==> config.mk <==
export PLATFORM = sky130hd
export DESIGN_NAME = pe_result_arbiter
export DESIGN_NICKNAME = d
export VERILOG_FILES = /design/src/rtl/pe_result_arbiter.sv
export SDC_FILE = /design/constraint.sdc
export NUM_CORES = 1
export LEC_CHECK = 0
export CAP_MARGIN = 20
export CORE_MARGIN = 1.5
export CORE_UTILIZATION = 30
export CTS_BUF_LIST = sky130_fd_sc_hd__clkbuf_8
export CTS_CLUSTER_DIAMETER = 50
export DETAILED_ROUTE_END_ITERATION = 8
export MAX_ROUTING_LAYER = met4
export SLEW_MARGIN = 20
export SYNTH_ARGS = -nofsm -noshare
export SYNTH_HDL_FRONTEND = slang
export SYNTH_SLANG_ARGS = --single-unit
==> constraint.sdc <==
create_clock -name clk -period 9.2 [get_ports clk]
set_input_delay 1.38 -clock clk [delete_from_list [all_inputs] [get_ports clk]]
set_output_delay 1.38 -clock clk [all_outputs]
set_load 0.005 [all_outputs]
==> src/rtl/pe_result_arbiter.sv <==
// pe_result_arbiter: round-robin collector that serialises PE results through a small output FIFO, one frame per start.
// Optional feature macro RESULT_TAG_EN adds outTag, the granted PE index stored alongside each FIFO entry.
module pe_result_arbiter #(
    parameter int NUM_PE     = 5,
    parameter int DATA_W     = 8,
    parameter int FIFO_DEPTH = 4
) (
    input  logic                       clk,
    input  logic                       RST,
    input  logic                       start,
    input  logic [7:0]                 frameLen,
    input  logic [NUM_PE-1:0]          peValid,
    input  logic [NUM_PE*DATA_W-1:0]   peData,
    output logic [NUM_PE-1:0]          peAck,
    output logic [DATA_W-1:0]          outData,
    output logic                       outValid,
`ifdef RESULT_TAG_EN
    output logic [$clog2(NUM_PE)-1:0]  outTag,
`endif
    input  logic                       outReady,
    output logic                       busy,
    output logic                       done
);

    localparam int PTR_W  = $clog2(NUM_PE);
    localparam int ADDR_W = $clog2(FIFO_DEPTH);
    localparam int CNT_W  = ADDR_W + 1;
    localparam int SUM_W  = PTR_W + 1;

    localparam logic [PTR_W-1:0] RR_RESET = PTR_W'(NUM_PE - 1);
    localparam logic [CNT_W-1:0] CNT_FULL = CNT_W'(FIFO_DEPTH);
    localparam logic [SUM_W-1:0] SUM_NPE  = SUM_W'(NUM_PE);

    typedef enum logic [1:0] {
        IDLE    = 2'd0,
        COLLECT = 2'd1,
        FLUSH   = 2'd2
    } state_t;

    state_t              state_q,     state_d;
    logic [7:0]          remaining_q, remaining_d;
    logic [PTR_W-1:0]    rr_q,        rr_d;
    logic [ADDR_W-1:0]   wr_ptr_q,    wr_ptr_d;
    logic [ADDR_W-1:0]   rd_ptr_q,    rd_ptr_d;
    logic [CNT_W-1:0]    count_q,     count_d;
    logic                done_q,      done_d;

    logic [DATA_W-1:0]   data_mem [FIFO_DEPTH];
`ifdef RESULT_TAG_EN
    logic [PTR_W-1:0]    tag_mem  [FIFO_DEPTH];
`endif

    logic                fifo_full;
    logic                fifo_empty;
    logic                found;
    logic                grant;
    logic                push;
    logic                pop;
    logic [PTR_W-1:0]    winner;
    logic [SUM_W-1:0]    probe;
    logic [DATA_W-1:0]   win_data;

    // Round-robin search starts one past the last winner and wraps modulo NUM_PE.
    // NOTE: every variable assigned in always_comb gets a default first, so no latch can be inferred.
    always_comb begin
        found  = 1'b0;
        winner = rr_q;
        probe  = '0;
        for (int k = 1; k <= NUM_PE; k++) begin
            probe = {1'b0, rr_q} + SUM_W'(k);
            if (probe >= SUM_NPE) begin
                probe = probe - SUM_NPE;
            end
            if (!found && peValid[probe[PTR_W-1:0]]) begin
                found  = 1'b1;
                winner = probe[PTR_W-1:0];
            end
        end
    end

    always_comb begin
        win_data = '0;
        for (int i = 0; i < NUM_PE; i++) begin
            if (winner == PTR_W'(i)) begin
                win_data = peData[i*DATA_W +: DATA_W];
            end
        end
    end

    // Fullness is judged on the count before this cycle's pop, so a full FIFO never takes a push.
    assign fifo_full  = (count_q == CNT_FULL);
    assign fifo_empty = (count_q == '0);
    assign grant      = (state_q == COLLECT) && !fifo_full && (remaining_q != 8'd0) && found;
    assign push       = grant;
    assign pop        = !fifo_empty && outReady;

    always_comb begin
        peAck = '0;
        for (int i = 0; i < NUM_PE; i++) begin
            peAck[i] = grant && (winner == PTR_W'(i));
        end
    end

    always_comb begin
        wr_ptr_d = push ? wr_ptr_q + ADDR_W'(1) : wr_ptr_q;
        rd_ptr_d = pop  ? rd_ptr_q + ADDR_W'(1) : rd_ptr_q;
        count_d  = count_q + CNT_W'(push) - CNT_W'(pop);
    end

    always_comb begin
        state_d     = state_q;
        remaining_d = remaining_q;
        rr_d        = rr_q;
        done_d      = 1'b0;
        case (state_q)
            IDLE: begin
                if (start) begin
                    remaining_d = frameLen;
                    state_d     = (frameLen != 8'd0) ? COLLECT : FLUSH;
                end
            end
            COLLECT: begin
                if (grant) begin
                    remaining_d = remaining_q - 8'd1;
                    rr_d        = winner;
                    if (remaining_q == 8'd1) begin
                        state_d = FLUSH;
                    end
                end
            end
            FLUSH: begin
                // No pushes here, so count_d reflects the FIFO after this cycle's pop.
                if (count_d == '0) begin
                    done_d  = 1'b1;
                    state_d = IDLE;
                end
            end
            default: begin
                state_d = IDLE;
            end
        endcase
    end

    // NOTE: state registers use non-blocking assignments so every flop samples the pre-edge values.
    always_ff @(posedge clk or posedge RST) begin
        if (RST) begin
            state_q     <= IDLE;
            remaining_q <= 8'd0;
            rr_q        <= RR_RESET;
            wr_ptr_q    <= '0;
            rd_ptr_q    <= '0;
            count_q     <= '0;
            done_q      <= 1'b0;
        end else begin
            state_q     <= state_d;
            remaining_q <= remaining_d;
            rr_q        <= rr_d;
            wr_ptr_q    <= wr_ptr_d;
            rd_ptr_q    <= rd_ptr_d;
            count_q     <= count_d;
            done_q      <= done_d;
        end
    end

    // NOTE: the storage array has no reset; an empty count makes stale entries unobservable.
    always_ff @(posedge clk) begin
        if (push) begin
            data_mem[wr_ptr_q] <= win_data;
`ifdef RESULT_TAG_EN
            tag_mem[wr_ptr_q]  <= winner;
`endif
        end
    end

    assign outValid = !fifo_empty;
    assign outData  = fifo_empty ? '0 : data_mem[rd_ptr_q];
`ifdef RESULT_TAG_EN
    assign outTag   = fifo_empty ? '0 : tag_mem[rd_ptr_q];
`endif
    assign busy     = (state_q != IDLE);
    assign done     = done_q;

endmodule
==> impl_metrics.csv <==
group,metric,value,unit
status,status,"finished, final reports clean",
sta,max_freq,0.145,GHz
detailed_routing,top_layer,"met4",
yosys,synth-seq-cells,53,
detailed_routing,dr.pass1.iters,5,
grt,grt_max_degree,28,
setup_path,crit_end,"peAck[1]",
yosys,synth_ff_type,"edfxtp_1",
floorplan,core,0.0134,mm²
setup_path,slowest_stage,"ha_1",
cts,clockBufferDepth,2,
setup_path,reg2reg_depth,20,
grt,antenna_found_initial,0,
yosys,avgSynthCellArea,9.67,µm²
cts,numClockSinks,53,
setup_path,cp.required,7.82,ns
placed_design,gp_congestion,0.900,
yosys,syn_area,0.00416,mm²
cts,root_buffer,"clkbuf_8",
cts,clk_pin_slew,0.10,ns
cells_and_area,area_growth,22.7,%
detailed_routing,wl_per_cell,16.9,µm
detailed_routing,wl,11.2,mm
detailed_routing,route.met2.wl,5.17,mm
sta,slew_viol_final,0,
sta,min_period,6.92,ns
sta,finalHoldViolations,0,
floorplan,dieArea,0.0146,mm²
floorplan,initial_core_util,31.0,%
sta,slew_headroom,42.7,%
grt,grt_pass1_vias,3459,
cts,cts_resized,0,
setup_path,worstSetupPathType,"reg2out",
cts,postCtsSetupRepairBufs,0,
cts,htreeDepth,2,
yosys,syn-num-nets,508,
worst_hold_path,hold_path_depth,1,
setup_path,path_cells,"inv_1, ha_1, nand2b_1, a22oi_1, o2111ai_1, nand2_1, or3_1, nor3_1, a22o_1, o211ai_1, nor2_1, clkdlybuf4s50_1",
cts,clock_latency,0.31,ns
yosys,async_flop_share,39.6,%
cells_and_area,fin_nets,567,
detailed_routing,drcViolationCount,0,
yosys,yosysWarnings,0,
setup_path,critPathLaunch,"rr_q[1]",
yosys,ys_seq_area_share,35.8,%
setup_path,critPathMaxStageDelay,0.79,ns
detailed_routing,ant_nets,0,
setup_path,cp-start-kind,"register",
detailed_routing,routed_via_density,5.40,
grt,grt_overflow_total,0,
cts,numCtsBuffers,5,
grt,grt_use_total,15.9,%
sta,worstMarginPinSlew,0.859,ns
worst_hold_path,hp-class,"reg2reg",
setup_path,crit_path_end_kind,"output pin",
sta,fin_skew,0.00558,ns
yosys,netlist_instances,430,
floorplan,rows,42,
grt,grt_pass1_wl,18.1,mm
run,cap_violations,0,
floorplan,die_h,121,µm
setup_path,critPathMaxFanout,20,
detailed_routing,vias,3598,
sta,setup_viol,0,
floorplan,die_x,121,µm
yosys,ys_types,74,
cts,cts_hold_buf,0,
placed_design,io_buffers,72,
setup_path,r2r_end,"done",
setup_path,r2r_start,"rr_q[1]",
cts,cts_tree,"done",
floorplan,num_io_pins,73,
placed_design,dpl.hpwl,8.52,mm
cells_and_area,antenna_cells,0,
sta,period_share,75.2,%
detailed_routing,drtIter0Drc,283,
detailed_routing,dr_wl_met3,648,µm
setup_path,worstPathArrival,5.54,ns
cells_and_area,drive_gt1_share,8.57,%
sta,final.setup.tns,0,ns
yosys,synth_edf_count,32,
setup_path,r2r_slack,3.58,ns
detailed_routing,wl_met1,5.29,mm
sta,rsz0062_at_grt,"no",
## cells in the mapped netlist (all sizes together), types with 4 or more instances
master,n,area share (%)
a32o,4,0.99
a21oi,20,2.4
mux4,9,4.9
mux2i,7,1.7
a21o,6,1.1
inv,25,2.3
nand2,30,3.0
nor2b,7,1.1
nor2,22,2.0
nand3,11,1.3
nor3,11,1.3
or3,8,1.2
a22oi,4,0.72
o21ai,31,3.7
mux2,8,2.6
dfrtp,20,12
buf,9,1.4
nor4,10,1.9
a2bb2oi,4,0.84
edfxtp,32,23
nand2b,17,2.7
nor3b,4,0.72
o211ai,4,0.72
ha,19,5.7
clkbuf,13,1.2
and2,17,2.6
a211oi,5,0.90
a31oi,6,0.90
xnor2,7,1.5
a211o,9,1.9
## state kept, by name (all words and copies together) (netlist names)
signal and count:
count_q 3, data_mem 32, done 1, rd_ptr_q 2
remaining_q 8, rr_q 3, state_q 2, wr_ptr_q 2
## how the worst min path moves through the flow
stage | startpoint | end
CTS | state_q[0] | done
detailed placement | remaining_q[7] | remaining_q[7]
global placement | remaining_q[1] | remaining_q[1]
global route | state_q[0] | done
floorplan | state_q[0] | done
finish | state_q[0] | done
## placed cells by master (no fill, tap or decap), types with 4 or more instances in the layout
cell type         n
mux4_2            9
inv_1            24
nor3_1           11
nand3_1          11
o211ai_1          4
and2_1           17
a2bb2oi_1         4
xnor2_1           7
or3_1             8
o21ai_0          29
a31oi_1           6
nand2b_1         16
a21o_1            6
a211o_1           9
a211oi_1          5
dfrtp_1          20
a22oi_1           4
nor3b_1           4
nor2b_1           7
mux2_4            5
a21oi_1          20
edfxtp_1         32
nor2_1           22
nand2_1          28
clkbuf_8          5
nor4_1            9
ha_1             19
clkdlybuf4s50_1  72
mux2i_1           7
## critical path: cells and delay by family, from the launching register on
kind                     cells  cell delay, ns
AND/OR/NAND/NOR              5            1.40
buffers and inverters        2            0.83
flip-flops                   1            0.70
adder cells (fa/ha/maj)      1            0.79
AO/OA/AOI/OAI                4            1.49
## cell families after synthesis
kind of cell / Yosys count / share of synthesized area [%]
flip-flops: 53 / 35.8
AO/OA/AOI/OAI: 124 / 21.1
buffers and inverters: 47 / 4.79
XOR/XNOR: 8 / 1.69
adder cells (fa/ha/maj): 21 / 6.68
AND/OR/NAND/NOR: 153 / 20.8
multiplexers: 24 / 9.18
## routing by layer
layer | up-vias | GRT usage [%]
met3 | 11 | 2.83
met2 | 107 | 25.9
met5 | - | -
met1 | 1735 | 21.1
met4 | 0 | 2.35
li1 | 1745 | -
## stage by stage
| stage | setup WS (ns) | hold slack [ns] | util, % | instances | area (µm²) |
|---|---|---|---|---|---|
| 2_1_floorplan | 4.04 | 0.456 | - | 430 | 4160 |
| 3_3_place_gp | 2.49 | 0.480 | 37.4 | 658 | 5010 |
| 3_5_place_dp | 2.31 | 0.492 | 37.4 | 658 | 5010 |
| 4_1_cts | 2.31 | 0.509 | 38.1 | 666 | 5100 |
| 5_1_grt | 1.90 | 0.535 | 38.1 | 666 | 5100 |
| 6_report | 2.28 | 0.509 | 38.1 | 666 | 5100 |
## area by class of cell
cell class / count / area, µm²
inverters: 25 / 93.8
clock inverters: 3 / 25.0
clock buffers: 5 / 68.8
flip-flops and latches: 53 / 1490
well taps: 176 / 220
repair buffers: 74 / 736
fillers: 1351 / 8300
multi-input cells: 330 / 2470
Power is not shown: default switching activity piles up to over one toggle a cycle in this logic, so the estimate is an artifact.
